### src/rtl/misr_session_ctrl.sv
// Session sequencer for a generic MISR: latches configuration on start,
// clears the MISR, enables it for exactly N accepted samples, requests
// completion, then captures and grades the final signature.
module misr_session_ctrl #(
  parameter int unsigned NBIT_DATA = 64,
  parameter int unsigned NBIT_CNT  = 32,
  parameter int unsigned TIMEOUT   = 16
) (
  input  logic                 clk_i,
  input  logic                 rst_ni,
  input  logic                 start_i,
  input  logic                 abort_i,
  input  logic [NBIT_CNT-1:0]  num_samples_i,
  input  logic [NBIT_DATA-1:0] coeff_i,
  input  logic [NBIT_DATA-1:0] golden_i,
  input  logic                 sample_valid_i,
  input  logic [NBIT_DATA-1:0] misr_sig_i,
  input  logic                 misr_done_i,
  output logic                 misr_rst_no,
  output logic                 misr_en_o,
  output logic                 misr_done_o,
  output logic [NBIT_DATA-1:0] misr_coeff_o,
  output logic                 busy_o,
  output logic                 done_o,
  output logic                 pass_o,
  output logic                 fail_o,
  output logic                 timeout_o,
  output logic [NBIT_DATA-1:0] signature_o,
  output logic [NBIT_CNT-1:0]  sample_cnt_o
);

  typedef enum logic [2:0] {
    IDLE,
    CLEAR,
    RUN,
    FLUSH,
    DONE
  } state_t;

  localparam int unsigned   TW         = (TIMEOUT > 1) ? $clog2(TIMEOUT) : 1;
  localparam logic [TW-1:0] TIMER_LAST = TW'(TIMEOUT - 1);

  state_t               state_q, state_d;
  logic [NBIT_CNT-1:0]  num_q;
  logic [NBIT_CNT-1:0]  cnt_q;
  logic [NBIT_DATA-1:0] coeff_q;
  logic [NBIT_DATA-1:0] golden_q;
  logic [NBIT_DATA-1:0] sig_q;
  logic [TW-1:0]        timer_q;
  logic                 pass_q, fail_q, timeout_q;

  logic idle_or_done;
  logic last_sample;
  logic timer_expired;

  // Shared decode terms for the FSM and the datapath
  always_comb begin
    idle_or_done  = (state_q == IDLE) || (state_q == DONE);
    last_sample   = (state_q == RUN) && sample_valid_i &&
                    (cnt_q == (num_q - NBIT_CNT'(1)));
    timer_expired = (timer_q == TIMER_LAST);
  end

  // State register
  always_ff @(posedge clk_i or negedge rst_ni) begin
    if (!rst_ni) state_q <= IDLE;
    else         state_q <= state_d;
  end

  // Next-state logic; abort overrides every other transition
  always_comb begin
    state_d = state_q;
    if (abort_i) begin
      state_d = IDLE;
    end else begin
      unique case (state_q)
        IDLE, DONE: if (start_i) state_d = CLEAR;
        CLEAR:      state_d = (num_q == '0) ? FLUSH : RUN;
        RUN:        if (last_sample) state_d = FLUSH;
        FLUSH:      if (misr_done_i || timer_expired) state_d = DONE;
        default:    state_d = IDLE;
      endcase
    end
  end

  // Moore output decode; only the MISR enable looks at the live valid
  always_comb begin
    misr_rst_no  = !((state_q == IDLE) || (state_q == CLEAR));
    misr_en_o    = (state_q == RUN) && sample_valid_i;
    misr_done_o  = (state_q == FLUSH);
    busy_o       = (state_q == CLEAR) || (state_q == RUN) || (state_q == FLUSH);
    done_o       = (state_q == DONE);
    pass_o       = pass_q;
    fail_o       = fail_q;
    timeout_o    = timeout_q;
    misr_coeff_o = coeff_q;
    signature_o  = sig_q;
    sample_cnt_o = cnt_q;
  end

  // FLUSH wait timer, restarts from zero on every entry to FLUSH
  always_ff @(posedge clk_i or negedge rst_ni) begin
    if (!rst_ni)                            timer_q <= '0;
    else if ((state_q == FLUSH) && !abort_i) timer_q <= timer_q + TW'(1);
    else                                    timer_q <= '0;
  end

  // Configuration latch, sample counter and result capture
  always_ff @(posedge clk_i or negedge rst_ni) begin
    if (!rst_ni) begin
      num_q     <= '0;
      coeff_q   <= '0;
      golden_q  <= '0;
      cnt_q     <= '0;
      sig_q     <= '0;
      pass_q    <= 1'b0;
      fail_q    <= 1'b0;
      timeout_q <= 1'b0;
    end else begin
      // The counter follows exactly what the MISR was told to accept
      if (misr_en_o) cnt_q <= cnt_q + NBIT_CNT'(1);
      if (abort_i) begin
        pass_q    <= 1'b0;
        fail_q    <= 1'b0;
        timeout_q <= 1'b0;
      end else if (idle_or_done && start_i) begin
        num_q     <= num_samples_i;
        coeff_q   <= coeff_i;
        golden_q  <= golden_i;
        cnt_q     <= '0;
        sig_q     <= '0;
        pass_q    <= 1'b0;
        fail_q    <= 1'b0;
        timeout_q <= 1'b0;
      end else if (state_q == FLUSH) begin
        if (misr_done_i) begin
          sig_q  <= misr_sig_i;
          pass_q <= (misr_sig_i == golden_q);
          fail_q <= (misr_sig_i != golden_q);
        end else if (timer_expired) begin
          timeout_q <= 1'b1;
          fail_q    <= 1'b1;
          pass_q    <= 1'b0;
        end
      end
    end
  end

endmodule

### config.mk
export PLATFORM = sky130hd
export DESIGN_NAME = misr_session_ctrl
export DESIGN_NICKNAME = d
export VERILOG_FILES = /design/src/rtl/misr_session_ctrl.sv
export SDC_FILE = /design/constraint.sdc
export NUM_CORES = 1
export LEC_CHECK = 0
export BUFFER_PORTS_ARGS = -buffer_cell sky130_fd_sc_hd__buf_2
export CAP_MARGIN = 10
export CORE_ASPECT_RATIO = 0.75
export CORE_MARGIN = 3
export CORE_UTILIZATION = 55
export CTS_CLUSTER_SIZE = 10
export DETAILED_ROUTE_END_ITERATION = 16
export GPL_TIMING_DRIVEN = 0
export PLACE_DENSITY = 0.85
export SLEW_MARGIN = 20
export SYNTH_ARGS = -nofsm -noshare
export SYNTH_HDL_FRONTEND = slang
export SYNTH_SLANG_ARGS = --single-unit
### constraint.sdc
create_clock -name clk_i -period 5.8 [get_ports clk_i]
set_input_delay 0.58 -clock clk_i [delete_from_list [all_inputs] [get_ports clk_i]]
set_output_delay 0.58 -clock clk_i [all_outputs]
set_load 0.02 [all_outputs]
==> run summary, run 1 <==
status: finished with violations
violated checks: negative hold slack
Synth Cell Area: 0.0122 mm²
first-pass GRT wire length: 63,200 µm
drt pass-1 iters: 6
crit-path max FO: 8
fraction of registers with async set/reset: 100%
RSZ-0062 raised after global routing: no
fin crit share: 51.2%
DPL Wire Length: 31,800 µm
Clock Path Buffers: 3
EDFF count, synth: 0
CP dominant cell by count: nand4_1
Synth top area share: 54.4%
PD cells: 324 mW/mm²
# resized after CTS: 0
worst skew pair latency: 0.55 ns
worst hold margin: -0.0179 ns
syn avg cell area: 8.70 µm²
Worst setup SP type: register
crit path max-delay cell type: nor3b_1
vias after detailed routing: 11,922
Yosys warnings: 0
CORE AREA: 0.0215 mm²
VDD IR max: 0.233 mV
largest net degree at the start of global routing: 100
CTS buffer count: 30
htree depth: 1
register area share after synthesis: 54.4%
number of vias per cell: 5.57
Slew @ Worst Pin: 0.839 ns
gr usage total: 33.8%
cell row count: 46
leakage: 8.29 nW
multi-input logic area: 0.00531 mm²
final worst slack: 2.83 ns
Iteration-0 DRC Markers: 1,018
Filler Cell Count: 1,646
Peak Freq: 337 MHz
Post CTS Setup Buffer Count: 0
Area growth syn-to-layout: 26.5%
CP peak stage delay: 0.60 ns
Initial Util: 56.9%
clock skew: 0.0211 ns
final net count: 2,070
I/O pins: 398
dpl ws: 2.70 ns
relative slew slack: 44.1%
WL/cell: 19.5 µm
Setup TNS: 0 ns
top cells by area, synth: dfrtp_1, nand2_1, xor2_1, o21ai_0, xnor2_1
placed cells: 2,093
flops & latches, synth: 266
antenna violations before repair: 14
clock-pin slew on the worst setup and hold paths: 0.06 ns
worst-path cell chain: nor4bb_1 -> buf_2 -> and4_1 -> nand4_1 -> nor3b_1 -> nand4_1 -> xor2_1 -> nor2_1
Final ANT Viol Nets: 0
vias in the first global route: 11,700
port bufs: 396
fin. max-slew vios: 0
Crit. End Element: register
critical path data arrival time: 3.37 ns
Die Span X: 178 µm
final cell count without fillers: 2,140
commonest cells after routing, fill and taps aside: nand2_1, buf_2, dfrtp_1
drt drc: 0
commonest non-fill, non-tap cell in the layout: nand2_1
Final Wtd Congestion: 0.993
CTS root buffer: clkbuf_16
CTS tree: built
Final setup viols: 0
Overflow after GRT: 0
layout cells sized above 1: 24.1%
Clock Sink Count: 266
die area: 0.0241 mm²
syn nets: 1,640
final wirelength: 41,700 µm
Most used DFF post-synth: dfrtp_1
data required time of the worst path: 6.20 ns
Hold Path Class: in2async
max-cap violation count: 0
post-synth cell types: 49
post-synth top area cell: dfrtp_1
cell count after synthesis: 1,407
Fin. Hold Viols: 6
Hold-fix buffers, CTS: 0
Final min period: 2.97 ns
Seq. cell area: 0.00666 mm²
critical setup path kind: reg2reg
die span in y: 135 µm
-- area by class of cell --
class | instances | share of cell area [%]
well taps | 288 | 2.33
inverters | 6 | 0.145
multi-input cells | 1066 | 34.3
flip-flops and latches | 266 | 43.0
plain buffers | 69 | 1.69
clock buffers | 34 | 5.15
repair buffers | 398 | 13.2
diodes | 13 | 0.210
-- per-stage QoR --
| step | hold slack, ns | util [%] | area (µm²) | total power [W] |
|---|---|---|---|---|
| after floorplan | 0.284 | - | 12200 | 0.00289 |
| after global placement | 0.446 | 67.8 | 14600 | 0.00331 |
| after detailed placement | 0.455 | 68.1 | 14700 | 0.00336 |
| after CTS | 0.000580 | 71.8 | 15500 | 0.00500 |
| after global routing | 0.0246 | 72.0 | 15500 | 0.00522 |
| final | -0.0179 | 72.0 | 15500 | 0.00501 |
-- flip-flops by register name, summed over array words and instances, names as in the netlist, 3 cells and up --
register and count:
golden_q 64, misr_coeff_o 64, num_q 32, sample_cnt_o 32, signature_o 64, state_q 3
timer_q 4
-- Yosys cell counts, types with 6 or more instances --
cell / instances
xnor2_1: 32
inv_1: 6
mux2i_1: 6
nor2_1: 55
dfrtp_1: 266
o21ai_0: 77
clkbuf_1: 65
nand3_1: 14
and2_1: 7
and3_1: 9
nand2_1: 630
nor3_1: 7
or3_1: 9
nand4_1: 20
a21oi_1: 13
xor2_1: 105
nor4_1: 32
-- critical path, delay by kind of cell, from the launching register on --
kind | cells | cell delay, ns
buffers and inverters | 1 | 0.27
and+or+nand+nor | 6 | 1.95
xor gates and xnor gates | 1 | 0.16
DFF | 1 | 0.43
-- worst paths after layout --
path                                   start               end  slack (ns)  cells past startpoint
setup / recovery                  state_q[0]  sample_cnt_o[30]        2.83                      8
hold / removal                        rst_ni  sample_cnt_o[10]       -0.02                      1
setup reg to reg                  state_q[0]  sample_cnt_o[30]        2.83                      8
hold reg to reg                   timer_q[0]        timer_q[0]        0.46                      1
max in group asynchronous             rst_ni      golden_q[28]        4.48                      3
min in group clk_i         num_samples_i[10]         num_q[10]        0.22                      3
-- power breakdown --
part,internal (W),switching (W)
Clock,0.000946,0.000709
Sequential,0.00210,0.000199
Combinational,0.000375,0.000685
-- logic make-up (layout without fill, tap and decap cells) --
logic type,Yosys count,in the layout,share of synthesized area [%]
buffers and inverters,75,507,2.32
flip-flops,266,266,54.4
adder cells (fa/ha/maj),3,3,0.307
multiplexers,6,6,0.490
XOR/XNOR,137,137,9.80
AO/OA/AOI/OAI,108,108,4.88
AND/OR/NAND/NOR,812,812,27.9
other,0,13,0
-- routing by layer --
metal  wire length [µm]  track usage [%]
met1              16700             46.3
met2              18600             52.6
met3               4560             7.84
met4               1830             13.8
met5                 27                0
Power figures use the tool's default switching activity.
==> run 2: changes to the inputs <==
--- a/config.mk
+++ b/config.mk
@@ -9,11 +9,11 @@
 export CAP_MARGIN = 10
 export CORE_ASPECT_RATIO = 0.75
 export CORE_MARGIN = 3
-export CORE_UTILIZATION = 55
+export CORE_UTILIZATION = 51
 export CTS_CLUSTER_SIZE = 10
 export DETAILED_ROUTE_END_ITERATION = 16
 export GPL_TIMING_DRIVEN = 0
-export PLACE_DENSITY = 0.85
+export PLACE_DENSITY = 0.79
 export SLEW_MARGIN = 20
 export SYNTH_ARGS = -nofsm -noshare
 export SYNTH_HDL_FRONTEND = slang
==> constraint.sdc (replaced) <==
create_clock -name clk_i -period 3.05 [get_ports clk_i]
set_input_delay 0.305 -clock clk_i [delete_from_list [all_inputs] [get_ports clk_i]]
set_output_delay 0.305 -clock clk_i [all_outputs]
set_load 0.02 [all_outputs]
==> run 2 against run 1 <==
Compared with the run above:
- the flow now finishes without violations
- maximum frequency up 5.1%
- cell count up 8.7%
- cell area up 12%
- global-route usage up 1.8 points
- first-iteration DRC count up 26%
- die area up 7.5%
- largest power group unchanged
==> run summary, run 2 (same netlist as run 1, synthesis figures left out) <==
PD cells: 567 mW/mm² (+75%)
Fin. Hold Viols: 0 (-6)
Peak Freq: 354 MHz (+5.1%)
first-pass GRT wire length: 72,200 µm (+14%)
layout cells sized above 1: 22.1% (-2.0 points)
commonest cells after routing, fill and taps aside: nand2_1, buf_2, dfrtp_1
clock-pin slew on the worst setup and hold paths: 0.06 ns (about the same)
Area growth syn-to-layout: 41.5%
Slew @ Worst Pin: 0.810 ns (-0.0285 ns)
Clock Path Buffers: 3 (unchanged)
clock skew: 0.0113 ns (-0.00978 ns)
CORE AREA: 0.0233 mm² (+8.3%)
drt pass-1 iters: 5 (-1)
Final Wtd Congestion: 0.985 (-0.81%)
fin crit share: 92.6% (+41 points)
port bufs: 396 (unchanged)
I/O pins: 398 (unchanged)
data required time of the worst path: 3.46 ns (-2.74 ns)
crit-path max FO: 8 (unchanged)
cell row count: 48 (+4.3%)
fin. max-slew vios: 0 (unchanged)
Overflow after GRT: 0 (unchanged)
vias after detailed routing: 13,005 (+9.1%)
die area: 0.0259 mm² (+7.5%)
number of vias per cell: 5.59 (+0.32%)
fin util: 74.3% (+2.4 points)
critical setup path kind: reg2reg
final wirelength: 46,900 µm (+12%)
drt drc: 0 (unchanged)
worst skew pair latency: 0.55 ns (about the same)
die span in y: 140 µm (+3.7%)
Clock Sink Count: 266 (unchanged)
RSZ-0062 raised after global routing: no
Crit. End Element: register
WL/cell: 20.2 µm (+3.4%)
final net count: 2,253 (+8.8%)
DPL Wire Length: 31,200 µm (-1.9%)
Hold Path Class: in2reg
commonest non-fill, non-tap cell in the layout: nand2_1
htree depth: 1 (unchanged)
antenna violations before repair: 6 (-8)
CTS root buffer: clkbuf_16
relative slew slack: 46.0% (+1.9 points)
Final ANT Viol Nets: 0 (unchanged)
CTS buffer count: 30 (unchanged)
Final setup viols: 0 (unchanged)
Post CTS Setup Buffer Count: 0 (unchanged)
max-cap violation count: 0 (unchanged)
Setup TNS: 0 ns (unchanged)
Die Span X: 185 µm (+3.7%)
leakage: 9.06 nW (+9.3%)
critical path data arrival time: 3.23 ns (-0.14 ns)
Iteration-0 DRC Markers: 1,283 (+26%)
vias in the first global route: 13,212 (+13%)
gr usage total: 35.6% (+1.8 points)
Initial Util: 52.6% (-4.3 points)
Worst setup SP type: register
status: complete, no violations
VDD IR max: 0.501 mV (+120%)
largest net degree at the start of global routing: 100 (unchanged)
CTS tree: built
Final min period: 2.83 ns (-0.145 ns)
run 2: cell types whose count changed in the layout (fill, tap and decap cells not counted), sizes merged:
| cell | delta |
|---|---|
| dlygate4sd3 | +183 |
| diode | -8 |
run 2: path summary, 6_finish.rpt:
| path | startpoint | end | slack (ns) | cells past startpoint |
|---|---|---|---|---|
| worst max-delay path | state_q[0] | sample_cnt_o[30] | 0.22 | 8 |
| worst min-delay path | golden_i[62] | golden_q[62] | 0.01 | 3 |
| worst max register to register | state_q[0] | sample_cnt_o[30] | 0.22 | 8 |
| worst min register to register | timer_q[0] | timer_q[0] | 0.46 | 1 |
| max in group asynchronous | rst_ni | signature_o[11] | 1.39 | 4 |
| min in group asynchronous | rst_ni | sample_cnt_o[15] | 0.32 | 2 |
run 2: power breakdown:
| part | switching, W | internal (W) | leakage (nW) |
|---|---|---|---|
| registers | 0.000401 | 0.00399 | 3.46 |
| clock network | 0.00136 | 0.00180 | 0.392 |
| logic | 0.00140 | 0.000866 | 5.20 |
run 2: routing by layer:
layer | wire (µm) | vias to the layer above | GRT usage (%)
met4 | 2880 | 0 | 17.0
met5 | 0 | - | 0
met1 | 17900 | 6198 | 45.3
met2 | 21200 | 851 | 56.9
li1 | - | 5745 | -
met3 | 4910 | 211 | 9.61
run 2: area by class of cell:
type                    instances  area [µm²]
repair buffers                581        3880
clock buffers                  34         797
flip-flops and latches        266        6660
plain buffers                  69         264
inverters                       6        22.5
multi-input cells            1066        5320
diodes                          5        12.5
fillers                      1551        5980
well taps                     300         375
run 2: what timing repair did:
action | in CTS | in global routing
hold endpoints to repair | 263 | 0
endpoints found under the setup margin | 0 | 21
hold buffers | 183 | 0
resized for setup | 0 | 5
run 2: metrics by stage:
| stage | total power, W | instance area (µm²) | setup slack [ns] | hold slack [ns] | cells |
|---|---|---|---|---|---|
| 5_1_grt | 0.0102 | 17300 | 0.0131 | 0.00621 | 2327 |
| 3_3_place_gp | 0.00631 | 14600 | -3.14 | 0.452 | 2103 |
| 6_report | 0.00983 | 17300 | 0.224 | 0.0106 | 2327 |
| 4_1_cts | 0.00970 | 17300 | 0.0576 | 0.000668 | 2322 |
| 3_5_place_dp | 0.00638 | 14700 | 0.107 | 0.333 | 2105 |
| 2_1_floorplan | 0.00550 | 12200 | 0.690 | 0.00941 | 1407 |
run 2: critical path, stage by stage (launching register included):
cell      delay [ns]
dfrtp_1         0.44
nor4bb_1        0.28
buf_2           0.27
and4_1          0.32
nand4_1         0.44
nor3b_2         0.54
nand4_1         0.17
xor2_1          0.17
nor2_1          0.05
==> run 3: changes to the inputs <==
--- a/config.mk
+++ b/config.mk
@@ -8,7 +8,6 @@
 export BUFFER_PORTS_ARGS = -buffer_cell sky130_fd_sc_hd__buf_2
 export CAP_MARGIN = 10
 export CORE_ASPECT_RATIO = 0.75
-export CORE_MARGIN = 3
 export CORE_UTILIZATION = 51
 export CTS_CLUSTER_SIZE = 10
 export DETAILED_ROUTE_END_ITERATION = 16
==> run 3 against run 2 <==
Compared with the run above:
- critical endpoint is now sample_cnt_o[22]
- register-to-register slack worse by 0.03 ns
- maximum frequency is 0.99% lower
- largest cell class unchanged
- largest power group unchanged
- cell count is 0.21% higher
- combinational power hardly changed
==> run summary, run 3 (same netlist as run 1, synthesis figures left out) <==
status: complete, no violations
htree depth: 1 (unchanged)
antenna violations before repair: 6 (unchanged)
beginning of the critical path: state_q[0]
PD cells: 567 mW/mm² (about the same)
Crit. End Element: register
Worst setup SP type: register
Top Family by Delay on Critical Path: simple AND/OR/NAND/NOR gates
final wirelength: 46,400 µm (-0.99%)
Seq. cell area: 0.00666 mm² (unchanged)
placed cells: 2,105 (unchanged)
vias in the first global route: 13,165 (-0.36%)
Area after DPL: 0.0147 mm² (unchanged)
CP peak stage delay: 0.51 ns (-0.03 ns)
final net count: 2,258 (+0.22%)
crit path max-delay cell type: or2_2
port bufs: 396 (unchanged)
critical setup path kind: reg2reg
WL/cell: 19.9 µm (-1.2%)
critical path data arrival time: 3.27 ns (+0.04 ns)
commonest non-fill, non-tap cell in the layout: nand2_1
flop2flop setup slack: 0.20 ns (-0.03 ns)
clock-pin slew on the worst setup and hold paths: 0.06 ns (about the same)
fin util: 74.6% (+0.27 points)
leakage: 9.10 nW (+0.47%)
Final min period: 2.85 ns (+0.0284 ns)
Reg-to-Reg Start: state_q[0]
worst skew pair latency: 0.55 ns (about the same)
Peak Freq: 350 MHz (-0.99%)
crit-path max FO: 8 (unchanged)
largest net degree at the start of global routing: 102 (+2.0%)
cell row count: 48 (unchanged)
Hold Path Class: in2reg
Final setup viols: 0 (unchanged)
vias after detailed routing: 13,211 (+1.6%)
relative slew slack: 42.7% (-3.3 points)
Final Wtd Congestion: 1.01 (+2.7%)
Overflow after GRT: 0 (unchanged)
max-cap violation count: 0 (unchanged)
Fin. Hold Viols: 0 (unchanged)
RSZ-0062 raised after global routing: no
gr usage total: 37.4% (+1.7 points)
Area growth syn-to-layout: 42.0%
CTS tree: built
die area: 0.0246 mm² (-5.0%)
final cell count without fillers: 2,332 (+0.21%)
fin crit share: 93.6% (+0.93 points)
commonest cells after routing, fill and taps aside: nand2_1, buf_2, dfrtp_1
CTS buffer count: 30 (unchanged)
reg2reg end: sample_cnt_o[22]
Filler Cell Count: 1,568 (+1.1%)
WP depth: 8 (unchanged)
number of vias per cell: 5.67 (+1.4%)
worst setup path endpoint: sample_cnt_o[22]
Final ANT Viol Nets: 0 (unchanged)
layout cells sized above 1: 22.1% (-0.044 points)
Post CTS Setup Buffer Count: 0 (unchanged)
worst-path cell chain: nor4bb_1 -> buf_2 -> and4_1 -> nand4_1 -> or2_2 -> nor2_1 -> xnor2_1 -> nor2_1
data required time of the worst path: 3.47 ns (about the same)
Finished Cell Area: 0.0174 mm² (+0.37%)
Iteration-0 DRC Markers: 1,392 (+8.5%)
I/O pins: 398 (unchanged)
Clock Path Buffers: 3 (unchanged)
Clock Sink Count: 266 (unchanged)
Initial Util: 52.6% (unchanged)
multi-input logic area: 0.00532 mm² (+0.12%)
Bufs and invs on worst path: 1 (unchanged)
hold depth: 3 (unchanged)
worst-case reg-to-reg path depth: 8 (unchanged)
first-pass GRT wire length: 71,200 µm (-1.4%)
Slew @ Worst Pin: 0.860 ns (+0.0498 ns)
Die Span X: 181 µm (-2.2%)
CTS root buffer: clkbuf_16
drt drc: 0 (unchanged)
clock skew: 0.00759 ns (-0.00369 ns)
fin. max-slew vios: 0 (unchanged)
VDD IR max: 0.469 mV (-6.4%)
die span in y: 136 µm (-2.9%)
drt pass-1 iters: 5 (unchanged)
CORE AREA: 0.0233 mm² (unchanged)
DPL Wire Length: 30,300 µm (-2.9%)
CP dominant cell by count: nor2_1
run 3: worst min path at each step:
stage | start | end
detailed placement | rst_ni | sample_cnt_o[14]
global placement | timer_q[0] | timer_q[0]
global route | misr_sig_i[23] | signature_o[23]
finish | golden_i[62] | golden_q[62]
floorplan | rst_ni | fail_o
CTS | misr_sig_i[45] | signature_o[45]
run 3: cell type report:
cell class	count	share of cell area (%)
antenna	6	0.0863
timing repair buffer	586	22.6
clock buffer	33	4.62
multi-input combinational	1066	30.6
inverter	6	0.130
tap	300	2.16
buffer	69	1.51
sequential	266	38.3
run 3: what timing repair did:
action,4_1_cts,5_1_grt
hold endpoints to repair,258,0
hold buffers,188,0
gates resized for setup,0,5
setup endpoints to repair,0,6
run 3: where the power goes:
part	total, W	switching (W)	internal [W]
sequential	0.00439	0.000400	0.00399
combinational	0.00227	0.00140	0.000872
clock	0.00320	0.00138	0.00182
run 3: worst register-to-register path: stages (launching register included):
cell and delay [ns]:
dfrtp_1 0.43, nor4bb_1 0.40, buf_2 0.29, and4_1 0.31, nand4_1 0.46, or2_2 0.51
nor2_1 0.14, xnor2_1 0.13, nor2_1 0.06
run 3: layer usage:
layer	vias up	track usage, %	part of all wire (%)
met5	-	0	0
met4	0	18.7	5.9
met1	6260	48.4	39
li1	5754	-	-
met2	954	59.6	45
met3	243	8.57	11
run 3: through the flow:
stage	power [W]	setup WS (ns)	hold slack [ns]	setup TNS, ns
3_5_place_dp	0.00636	0.0790	0.295	0
5_1_grt	0.0102	0.0218	0.00568	0
4_1_cts	0.00971	0.0565	0.00114	0
2_1_floorplan	0.00550	0.690	0.00941	0
6_report	0.00985	0.196	0.0112	0
3_3_place_gp	0.00630	-3.12	0.451	-819.62
